### src/rtl/deconv_pkg.sv
// Shared constants for the nibble deconvolution unit: widths, packing layout,
// FSM states and the mod-16 multiplicative inverse table.
package deconv_pkg;

  localparam int NIBBLE_W  = 4;
  localparam int TAPS      = 4;
  localparam int Y_NIBBLES = 2 * TAPS - 1;
  localparam int Y_W       = NIBBLE_W * Y_NIBBLES;
  localparam int H_W       = NIBBLE_W * TAPS;
  localparam int X_W       = NIBBLE_W * TAPS;

  typedef enum logic [2:0] {
    S_IDLE,
    S_INV,
    S_SOLVE,
    S_CHECK,
    S_DONE
  } state_t;

  // Even entries have no inverse mod 16 and are never selected.
  localparam logic [NIBBLE_W-1:0] INV_LUT [16] = '{
    4'd0, 4'd1,  4'd0, 4'd11, 4'd0, 4'd13, 4'd0, 4'd7,
    4'd0, 4'd9,  4'd0, 4'd3,  4'd0, 4'd5,  4'd0, 4'd15
  };

endpackage

### src/rtl/deconv_mac.sv
// Combinational mod-16 sum of up to three nibble products, shared by the
// back-substitution and consistency-check phases.
module deconv_mac
  import deconv_pkg::*;
(
  input  logic [3*NIBBLE_W-1:0] coef,
  input  logic [3*NIBBLE_W-1:0] data,
  input  logic [2:0]            term_en,
  output logic [NIBBLE_W-1:0]   sum
);

  always_comb begin
    sum = '0;
    for (int t = 0; t < 3; t++) begin
      if (term_en[t]) begin
        sum = sum + NIBBLE_W'(coef[t*NIBBLE_W +: NIBBLE_W] * data[t*NIBBLE_W +: NIBBLE_W]);
      end
    end
  end

endmodule

### src/rtl/deconvolution.sv
// Sequential mod-16 deconvolution: recovers x from y = h * x one nibble per cycle.
// Define DECONV_CHECK_EN to verify y4..y6 against the recovered x (err_mismatch).
module deconvolution
  import deconv_pkg::*;
(
  input  logic        clk,
  input  logic        rst,
  input  logic        start,
  input  logic [31:0] y_in,
  input  logic [31:0] h_in,
  output logic        busy,
  output logic        done,
  output logic [31:0] x_out,
  output logic        err_noninv,
  output logic        err_mismatch
);

  state_t                state_q, state_d;
  logic [2:0]            k_q, k_d;
  logic [Y_W-1:0]        y_q, y_d;
  logic [H_W-1:0]        h_q, h_d;
  logic [X_W-1:0]        x_q, x_d;
  logic [NIBBLE_W-1:0]   inv_q, inv_d;
  logic                  busy_q, busy_d;
  logic                  done_q, done_d;
  logic                  err_noninv_q, err_noninv_d;
`ifdef DECONV_CHECK_EN
  logic                  err_mismatch_q, err_mismatch_d;
`endif

  logic [3*NIBBLE_W-1:0] mac_coef, mac_data;
  logic [2:0]            mac_en;
  logic [NIBBLE_W-1:0]   mac_sum;
  logic [NIBBLE_W-1:0]   y_k;
  logic [NIBBLE_W-1:0]   solve_acc;
  logic                  unused_bits;

  assign unused_bits = ^{y_in[31:Y_W], h_in[31:H_W]};

  // Term j pairs h_j with x_(k-j); it contributes only while k-j indexes a real x nibble.
  always_comb begin
    mac_coef = '0;
    mac_data = '0;
    mac_en   = '0;
    for (int j = 1; j < TAPS; j++) begin
      mac_coef[(j-1)*NIBBLE_W +: NIBBLE_W] = h_q[j*NIBBLE_W +: NIBBLE_W];
      mac_en[j-1] = (k_q >= 3'(j)) && ((k_q - 3'(j)) < 3'(TAPS));
      mac_data[(j-1)*NIBBLE_W +: NIBBLE_W] = x_q[{2'(k_q - 3'(j)), 2'b00} +: NIBBLE_W];
    end
  end

  deconv_mac u_mac (
    .coef    (mac_coef),
    .data    (mac_data),
    .term_en (mac_en),
    .sum     (mac_sum)
  );

  always_comb begin
    y_k = '0;
    for (int i = 0; i < Y_NIBBLES; i++) begin
      if (k_q == 3'(i)) y_k = y_q[i*NIBBLE_W +: NIBBLE_W];
    end
  end

  assign solve_acc = y_k - mac_sum;

  always_comb begin
    state_d      = state_q;
    k_d          = k_q;
    y_d          = y_q;
    h_d          = h_q;
    x_d          = x_q;
    inv_d        = inv_q;
    done_d       = 1'b0;
    err_noninv_d = err_noninv_q;
`ifdef DECONV_CHECK_EN
    err_mismatch_d = err_mismatch_q;
`endif
    case (state_q)
      S_IDLE: begin
        if (start) begin
          y_d          = y_in[Y_W-1:0];
          h_d          = h_in[H_W-1:0];
          x_d          = '0;
          err_noninv_d = 1'b0;
`ifdef DECONV_CHECK_EN
          err_mismatch_d = 1'b0;
`endif
          k_d          = '0;
          state_d      = S_INV;
        end
      end
      S_INV: begin
        if (!h_q[0]) begin
          err_noninv_d = 1'b1;
          done_d       = 1'b1;
          state_d      = S_DONE;
        end else begin
          inv_d   = INV_LUT[h_q[NIBBLE_W-1:0]];
          state_d = S_SOLVE;
        end
      end
      S_SOLVE: begin
        x_d[{k_q[1:0], 2'b00} +: NIBBLE_W] = NIBBLE_W'(solve_acc * inv_q);
        if (k_q == 3'(TAPS - 1)) begin
`ifdef DECONV_CHECK_EN
          k_d     = 3'(TAPS);
          state_d = S_CHECK;
`else
          done_d  = 1'b1;
          state_d = S_DONE;
`endif
        end else begin
          k_d = k_q + 3'd1;
        end
      end
`ifdef DECONV_CHECK_EN
      S_CHECK: begin
        if (mac_sum != y_k) err_mismatch_d = 1'b1;
        if (k_q == 3'(Y_NIBBLES - 1)) begin
          done_d  = 1'b1;
          state_d = S_DONE;
        end else begin
          k_d = k_q + 3'd1;
        end
      end
`endif
      S_DONE: begin
        state_d = S_IDLE;
      end
      default: begin
        state_d = S_IDLE;
      end
    endcase
    busy_d = (state_d != S_IDLE);
  end

  always_ff @(posedge clk or posedge rst) begin
    if (rst) begin
      state_q      <= S_IDLE;
      k_q          <= '0;
      y_q          <= '0;
      h_q          <= '0;
      x_q          <= '0;
      inv_q        <= '0;
      busy_q       <= 1'b0;
      done_q       <= 1'b0;
      err_noninv_q <= 1'b0;
`ifdef DECONV_CHECK_EN
      err_mismatch_q <= 1'b0;
`endif
    end else begin
      state_q      <= state_d;
      k_q          <= k_d;
      y_q          <= y_d;
      h_q          <= h_d;
      x_q          <= x_d;
      inv_q        <= inv_d;
      busy_q       <= busy_d;
      done_q       <= done_d;
      err_noninv_q <= err_noninv_d;
`ifdef DECONV_CHECK_EN
      err_mismatch_q <= err_mismatch_d;
`endif
    end
  end

  assign busy       = busy_q;
  assign done       = done_q;
  assign x_out      = {{(32-X_W){1'b0}}, x_q};
  assign err_noninv = err_noninv_q;
`ifdef DECONV_CHECK_EN
  assign err_mismatch = err_mismatch_q;
`else
  assign err_mismatch = 1'b0;
`endif

endmodule

### config.mk
export PLATFORM = sky130hd
export DESIGN_NAME = deconvolution
export DESIGN_NICKNAME = d
export VERILOG_FILES = /design/src/rtl/deconv_pkg.sv /design/src/rtl/deconv_mac.sv /design/src/rtl/deconvolution.sv
export SDC_FILE = /design/constraint.sdc
export NUM_CORES = 1
export LEC_CHECK = 0
export CAP_MARGIN = 20
export CORE_MARGIN = 2
export CORE_UTILIZATION = 35
export CTS_CLUSTER_DIAMETER = 30
export DETAILED_ROUTE_END_ITERATION = 8
export DONT_BUFFER_PORTS = 1
export HOLD_SLACK_MARGIN = 0.1
export PLACE_DENSITY_LB_ADDON = 0.12
export SLEW_MARGIN = 0
export SYNTH_ARGS = -nofsm -noshare
export SYNTH_HDL_FRONTEND = slang
export SYNTH_SLANG_ARGS = --single-unit
### constraint.sdc
create_clock -name clk -period 8.5 [get_ports clk]
set_input_delay 0.425 -clock clk [delete_from_list [all_inputs] [get_ports clk]]
set_output_delay 0.425 -clock clk [all_outputs]
set_load 0.02 [all_outputs]
==> results of run 1 <==
[worst max-delay path: stages (launching register included)]
cell,delay (ps)
dfrtp_1,350
inv_2,100
ha_1,430
mux2i_1,310
mux2i_1,140
and2_1,190
ha_1,280
ha_1,300
ha_1,310
nand2_1,100
fa_1,460
fa_1,500
mux2_2,310
fa_1,520
fa_1,480
mux2_2,290
ha_1,320
xnor2_1,240
and2_1,180
ha_1,240
ha_1,210
xnor2_1,130
xnor2_1,140
xnor2_1,400
xor2_1,320
a22oi_1,140
mux2i_1,170
[how the worst min path moves through the flow]
stage                              start                    to  cells after the start
finish                          y_in[23]   y_q[23]$_DFFE_PP0P_                      2
floorplan           inv_q[3]$_DFFE_PP0P_  inv_q[3]$_DFFE_PP0P_                      2
global route                    y_in[23]   y_q[23]$_DFFE_PP0P_                      2
global placement    inv_q[3]$_DFFE_PP0P_  inv_q[3]$_DFFE_PP0P_                      2
CTS                             y_in[23]   y_q[23]$_DFFE_PP0P_                      2
detailed placement  inv_q[3]$_DFFE_PP0P_  inv_q[3]$_DFFE_PP0P_                      2
[through the flow]
stage | setup WS, ps | utilization [%] | power [mW] | instances
global placement | 987 | 36.2 | 1.62 | 599
finish | 868 | 38.2 | 1.98 | 615
detailed placement | 834 | 36.2 | 1.64 | 599
global route | 315 | 38.2 | 2.14 | 615
floorplan | 1010 | - | 1.41 | 447
CTS | 774 | 38.2 | 2.01 | 615
[kinds of logic after synthesis]
family	count (synthesis)	synth area share [%]
buffers and inverters	51	5.93
XOR/XNOR	32	6.66
flip-flops	73	37.7
AO/OA/AOI/OAI	63	9.42
other	1	0.0773
multiplexers	74	18.9
adder cells (fa/ha/maj)	39	10.8
AND/OR/NAND/NOR	98	10.5
[area by class of cell]
class / count / share of cell area [%]
Clock buffer: 12 / 4.89
Clock inverter: 4 / 0.525
Inverter: 18 / 1.29
Multi-Input combinational cell: 323 / 53.4
Sequential cell: 73 / 34.8
Tap cell: 180 / 4.29
Timing Repair Buffer: 5 / 0.716
[sequential cells by signal, indices dropped and copies added, names as in the netlist]
name and cells:
x_q 16, err_noninv 1, inv_q 4, h_q 16
done 1, busy 1, state_q 3, y_q 28
k_q 3
[Yosys cell counts (2+ instances only)]
cell type   n  area share (%)
and3b_1     2            0.36
a22oi_1     9             1.4
nor3b_1     2            0.31
xor2_1      5            0.90
buf_2       2            0.21
o21ai_0    12             1.2
xnor2_1    24             4.3
o22ai_2     2            0.52
a22o_1     13             2.3
nand2b_1    9             1.2
buf_4      20             3.1
fa_1        5             2.1
mux2i_1    15             3.1
xnor3_1     2            0.93
mux4_2      9             4.2
a31oi_1     3            0.39
dfrtp_1    73              38
buf_6       2            0.46
mux2_2     50              12
clkbuf_1    8            0.62
nand3_1     5            0.52
ha_1       34             8.8
nand3b_1    2            0.31
nand2_1    39             3.0
nor2_1      5            0.39
and2_1     17             2.2
inv_1      17             1.3
o22ai_1     3            0.39
nor2b_1    11             1.4
nor3_1      3            0.31
a21oi_1    13             1.3
[layout by cell type, fill, tap and decap left out, types with 13 or more instances in the layout]
master | netlist | layout
dfrtp_1 | 73 | 73
mux2_2 | 50 | 50
nand2_1 | 39 | 39
ha_1 | 34 | 34
xnor2_1 | 24 | 24
and2_1 | 17 | 17
conb_1 | 1 | 17
inv_1 | 17 | 16
mux2i_1 | 15 | 15
a21oi_1 | 13 | 13
a22o_1 | 13 | 13
[power by group through the flow]
| stage | Clock (mW) | Combinational (mW) | Sequential (mW) |
|---|---|---|---|
| final | 0.363 | 0.999 | 0.617 |
| after global routing | 0.388 | 1.11 | 0.642 |
| after CTS | 0.376 | 1.02 | 0.620 |
| after detailed placement | 0 | 1.01 | 0.626 |
| after global placement | 0 | 0.994 | 0.623 |
| after floorplan | 0 | 0.833 | 0.581 |
[routing by layer]
layer | global-route usage, % | wire length (µm) | vias up
met5 | 0 | 0 | -
li1 | - | - | 1487
met2 | 25.1 | 5210 | 71
met4 | 5.60 | 157 | 0
met1 | 20.7 | 4930 | 1563
met3 | 3.79 | 541 | 10
==> metrics.txt, run 1 <==
status=completed; WL/cell=17.6 µm; Setup violations, final=0; Critical Path End=x_q[11]$_DFFE_PP0P_; Clock Power Share=18.4%; reg2reg start=k_q[0]$_DFFE_PP0P_; Comb power frac=50.5%; Seq cells post-synth=73; critical path fanouts, max=7; Pwr Density=377 nW/µm²; Worst setup SP type=flop; Yosys warnings=0; Post-Synthesis Cell Area=4850 µm²; max_cap viols=0; initial DRC count=120; Worst EP required=8760 ps; Flop pwr share=31.2%; synthesized instance count=431; Power Internal=1.18 mW; Max Slew Vio Count=0; first-pass GRT wire length=17500 µm; I/O Buffers=0; kind of critical path=reg -> reg; Routed Antenna Nets=0; capturing point of the worst reg2reg path=x_q[11]$_DFFE_PP0P_; layout cells sized above 1=20.7%; Tcrit/Tclk final=89.8%; Switching Share=40.5%; sequential share of the synthesized area=37.7%; setup_tns=0 ps; Reg clk slew, reported paths=60 ps; row count=43; Reg2Reg Setup Slack=870 ps; Ports=103; dpl cell area=4960 µm²; DP HPWL=8200 µm; Top FF cell, synth=dfrtp_1; clk buf depth=2; CTS Sinks=73; post-CTS sizing=0; Worst Tran Pin Value=1010 ps; Layout area overhead=8.13%; cts hold-fix bufs=0; Initial Util=35.3%; DRC Markers=0; Max H-tree Level=3; Fillers=1355; First-pass DRT Iterations=4; Syn Area/Cell=11.3 µm²; ant diodes=0; Chip Width=122 µm; Worst Setup SP=k_q[0]$_DFFE_PP0P_; CTS Buf Count=9; CTS tree=done; Rel. slew slack=31.7%; crit path capture type=flop; vias=3131; total track usage=15.6%; P_leak=2.23 nW; CORE AREA=13700 µm²; min Tclk post-route=7630 ps; Die Ht=122 µm; Final nets=536; async set-reset flop share out of synthesis=100%; unrepaired setup endpoints after global routing=no; cell depth of the worst flop-to-flop path=26; Net Switching=0.801 mW; synth unique cells=46; clk root buf=clkbuf_16; initial antenna violation count=0; skew final=8.85 ps; number of global-route vias before repair=3153; Clk Latency, worst-skew pair=340 ps; largest net degree at the start of global routing=74; crit path DAT=7900 ps; final hold vios=0; register area=1830 µm²; Peak VDD IR=166 µV; post-CTS setup buffer count=0; Worst Hold Class=in -> reg; hold slack=208 ps; fmax=131 MHz; DR vias/cell=5.09; Post-synth EDFFs=0; detailed-route wire length=10800 µm; remaining global-route overflow=0; multi-input gate area in the final layout=2800 µm²; die footprint=14800 µm²; Finished Cell Area=5240 µm²; GP Congestion=0.798
Note: power is estimated with default switching activity, not from simulation.
==> run 2, diff against run 1 <==
- BUFFER_PORTS_ARGS: default -> -buffer_cell sky130_fd_sc_hd__buf_4
- CORE_UTILIZATION: 35 -> 40
- CTS_BUF_LIST: default -> sky130_fd_sc_hd__clkbuf_2 sky130_fd_sc_hd__clkbuf_4 sky130_fd_sc_hd__clkbuf_8
- DONT_BUFFER_PORTS: 1 -> default
==> metrics.txt, run 2 (synthesized netlist as in run 1, its figures left out) <==
CTS Buf Count=9; number of global-route vias before repair=3339; fmax=132 MHz; clk root buf=clkbuf_8; placed cells=632; First-pass DRT Iterations=4; largest net degree at the start of global routing=74; P_leak=2.51 nW; max_cap viols=0; initial antenna violation count=0; first-pass GRT wire length=17200 µm; Max H-tree Level=3; Setup violations, final=0; Rel. slew slack=36.2%; Final Worst Setup Slack=903 ps; Pwr Density=341 nW/µm²; Worst EP required=8790 ps; layout cells sized above 1=31.3%; kind of critical path=reg -> reg; commonest non-fill, non-tap cell in the layout=dfrtp_1; Tcrit/Tclk final=89.4%; Layout area overhead=15.4%; I/O Buffers=65; vias=3334; hold path cells=3; post-CTS setup buffer count=0; Peak VDD IR=146 µV; remaining global-route overflow=0; Initial Util=40.7%; skew final=5.79 ps; setup_tns=0 ps; final cell count without fillers=648; cts hold-fix bufs=0; max FFs per register=28; critical path fanouts, max=7; Ports=103; Reg clk slew, reported paths=80 ps; row count=40; detailed-route wire length=10500 µm; Chip Width=114 µm; DP HPWL=7800 µm; DR vias/cell=5.15; CORE AREA=11900 µm²; crit path DAT=7890 ps; initial DRC count=110; DRC Markers=0; unrepaired setup endpoints after global routing=no; Fillers=1113; clk buf depth=2; Largest regs=y_q (28), h_q (16), x_q (16); status=completed; Max Slew Vio Count=0; Final nets=602; CTS tree=done; cell depth of the worst flop-to-flop path=26; Worst Tran Pin Value=957 ps; min Tclk post-route=7600 ps; GP Congestion=0.810; crit path capture type=flop; total track usage=17.3%; Die Ht=114 µm; Clk Latency, worst-skew pair=370 ps; final hold vios=0; CTS Sinks=73; ant diodes=0; Biggest register=y_q; Worst Hold Class=in -> reg; post-CTS sizing=0; WL/cell=16.2 µm; Worst setup SP type=flop; commonest cells after routing, fill and taps aside=dfrtp_1 (73), buf_4 (71), mux2_2 (50); die footprint=13000 µm²; Routed Antenna Nets=0; pre-CTS WS=888 ps
## run 2: cell count changes in the layout (fill, tap and decap cells not counted), sizes merged
cell	change
buf	+66
clkinv	-1
clkbuf	+1
## run 2: layout make-up
| type | instances | area, µm² | area share [%] |
|---|---|---|---|
| Tap cell | 147 | 184 | 3.29 |
| Sequential cell | 73 | 1830 | 32.6 |
| Multi-Input combinational cell | 323 | 2800 | 50.1 |
| Timing Repair Buffer | 71 | 533 | 9.53 |
| Inverter | 18 | 67.6 | 1.21 |
| Clock inverter | 3 | 15.0 | 0.268 |
| Clock buffer | 13 | 166 | 2.97 |
## run 2: path summary, 6_finish.rpt
check,startpoint,endpoint,slack (ps)
setup reg to reg,k_q[0]$_DFFE_PP0P_,x_q[11]$_DFFE_PP0P_,900
setup / recovery,k_q[0]$_DFFE_PP0P_,x_q[11]$_DFFE_PP0P_,900
hold / removal,y_in[23],y_q[23]$_DFFE_PP0P_,260
hold reg to reg,inv_q[3]$_DFFE_PP0P_,inv_q[3]$_DFFE_PP0P_,500
min in group asynchronous,rst,y_q[22]$_DFFE_PP0P_,350
max in group asynchronous,rst,h_q[7]$_DFFE_PP0P_,7540
## run 2: power breakdown
group / switching [mW] / internal, mW / total [mW]
logic: 0.536 / 0.509 / 1.04
registers: 0.112 / 0.487 / 0.599
clock network: 0.135 / 0.127 / 0.262
## run 2: worst max-delay path: stages (launching register included)
cell and delay [ps]:
dfrtp_1 360, inv_2 100, ha_1 490, mux2i_1 310
mux2i_1 120, and2_1 170, ha_1 270, ha_1 300
ha_1 290, nand2_1 100, fa_1 450, fa_1 490
mux2_2 300, fa_1 510, fa_1 480, mux2_2 300
ha_1 330, xnor2_1 160, and2_1 170, ha_1 310
ha_1 220, xnor2_1 140, xnor2_1 140, xnor2_1 360
xor2_1 330, a22oi_1 140, mux2i_1 180
## run 2: per-layer routing
metal	global-route usage (%)	part of all wire, %	up-vias	wire [µm]
met3	2.86	2.9	11	300
met4	8.21	1.8	0	185
met1	22.6	47	1638	4940
li1	-	-	1625	-
met5	0	0	-	0
met2	28.3	48	60	5050
## run 2: per-stage QoR
step                cell area (µm²)  hold WS (ps)  total power [mW]  utilization, %
finish                         5600           264              1.91            47.0
global route                   5600           259              2.07            47.0
CTS                            5600           240              1.93            47.0
detailed placement             5410           488              1.65            45.5
global placement               5410           474              1.63            45.5
floorplan                      4910           451              1.41               -
==> run 3, diff against run 2 <==
- CELL_PAD_IN_SITES_DETAIL_PLACEMENT: default -> 1
- CELL_PAD_IN_SITES_GLOBAL_PLACEMENT: default -> 1
- GPL_ROUTABILITY_DRIVEN: default -> 1
==> metrics.txt, run 3 (synthesized netlist as in run 1, its figures left out) <==
Layout area overhead=16.6%; commonest non-fill, non-tap cell in the layout=dfrtp_1; CTS Buf Count=9; setup_tns=0 ps; Rel. slew slack=34.4%; skew final=7.51 ps; CTS Sinks=73; Tcrit/Tclk final=88.5%; clk root buf=clkbuf_8; max_cap viols=0; Worst Setup SP=k_q[0]$_DFFE_PP0P_; unrepaired setup endpoints after global routing=no; number of global-route vias before repair=3639; Power Internal=1.20 mW; Net Switching=0.812 mW; Die Ht=114 µm; vias=3408; Worst setup SP type=flop; min Tclk post-route=7520 ps; reg2reg start=k_q[0]$_DFFE_PP0P_; Max Slew Vio Count=0; Flop pwr share=29.8%; Peak VDD IR=174 µV; remaining global-route overflow=0; capturing point of the worst reg2reg path=x_q[3]$_DFFE_PP0P_; WL/cell=17.5 µm; total track usage=19.0%; Clk Latency, worst-skew pair=370 ps; post-CTS sizing=0; die footprint=13000 µm²; crit path DAT=7820 ps; clk buf depth=2; cell depth of the worst flop-to-flop path=26; Reg clk slew, reported paths=80 ps; Worst EP required=8800 ps; cts hold-fix bufs=0; Reg2Reg Setup Slack=980 ps; Largest regs=y_q (28), h_q (16), x_q (16); kind of critical path=reg -> reg; Initial Util=40.7%; Finished Cell Area=5650 µm²; DR vias/cell=5.25; Final nets=603; layout cells sized above 1=31.5%; Critical Path End=x_q[3]$_DFFE_PP0P_; dpl cell area=5420 µm²; largest net degree at the start of global routing=74; Setup violations, final=0; I/O Buffers=65; register area=1830 µm²; status=completed; Pwr Density=356 nW/µm²; initial DRC count=91; initial antenna violation count=0; CTS tree=done; fmax=133 MHz; Fillers=1330; Worst Hold Class=in -> reg; ant diodes=0; Comb power frac=53.9%; post-layout util=47.5%; final hold vios=0; Clock Power Share=16.2%; max FFs per register=28; Worst Tran Pin Value=984 ps; commonest cells after routing, fill and taps aside=dfrtp_1 (73), buf_4 (72), mux2_2 (50); multi-input gate area in the final layout=2800 µm²; GP Congestion=0.816; row count=40; first-pass GRT wire length=18800 µm; First-pass DRT Iterations=4; DRC Markers=0; crit path capture type=flop; critical path fanouts, max=7; detailed-route wire length=11400 µm; CORE AREA=11900 µm²; Biggest register=y_q; Ports=103; Routed Antenna Nets=0; P_leak=2.54 nW; Max H-tree Level=3; Switching Share=40.4%; DP HPWL=8440 µm; Chip Width=114 µm; post-CTS setup buffer count=0
==> run 3: cell types whose count changed in the layout (fill, tap and decap cells not counted), sizes merged <==
cell    before  now
clkinv       3    1
bufinv       0    2
inv         18   19
clkbuf      13   12
buf         71   72
==> run 3: area by class of cell <==
cell class	instances	share of cell area (%)
sequential	73	32.3
clock inverter	4	1.31
clock buffer	12	2.81
inverter	18	1.19
tap	147	3.25
multi-input combinational	323	49.6
timing repair buffer	72	9.56
==> run 3: worst min-delay path by stage <==
stage,startpoint,to,slack [ps],cells after the start
finish,y_in[23],y_q[23]$_DFFE_PP0P_,260,3
global placement,inv_q[3]$_DFFE_PP0P_,inv_q[3]$_DFFE_PP0P_,470,2
global route,h_in[7],h_q[7]$_DFFE_PP0P_,260,2
detailed placement,inv_q[3]$_DFFE_PP0P_,inv_q[3]$_DFFE_PP0P_,490,2
floorplan,inv_q[3]$_DFFE_PP0P_,inv_q[3]$_DFFE_PP0P_,450,2
CTS,y_in[23],y_q[23]$_DFFE_PP0P_,240,3
==> run 3: routing by layer <==
metal | track usage (%) | routed length (µm) | up-vias
met5 | 0 | 0 | -
met4 | 6.83 | 180 | 0
met3 | 2.96 | 367 | 12
met2 | 32.5 | 5740 | 55
met1 | 24.5 | 5090 | 1724
li1 | - | - | 1617
==> run 3: worst max-delay path: stages, from the launching register on <==
cell	delay [ps]
dfrtp_1	370
inv_2	110
ha_1	430
mux2i_1	300
mux2i_1	150
and2_1	180
ha_1	280
ha_1	300
ha_1	300
nand2_1	120
fa_1	450
fa_1	500
mux2_2	320
fa_1	520
fa_1	480
mux2_2	290
ha_1	320
xnor2_1	240
and2_1	170
ha_1	240
ha_1	220
xnor2_1	190
xnor2_1	160
xnor2_1	180
xor2_1	330
a22oi_1	150
mux2i_1	170
==> run 3: stage by stage <==
step	std cells	hold slack [ps]	worst slack (ps)	power (mW)
2_1_floorplan	447	451	1010	1.41
3_3_place_gp	633	474	1130	1.67
3_5_place_dp	633	489	969	1.71
4_1_cts	649	244	896	2.05
5_1_grt	649	263	439	2.18
6_report	649	259	977	2.01
==> run 3: power groups by stage <==
stage / Clock, mW / Sequential (mW) / Combinational [mW]
CTS: 0.336 / 0.604 / 1.11
global route: 0.348 / 0.625 / 1.21
floorplan: 0 / 0.581 / 0.833
finish: 0.326 / 0.600 / 1.09
global placement: 0 / 0.602 / 1.07
detailed placement: 0 / 0.609 / 1.10
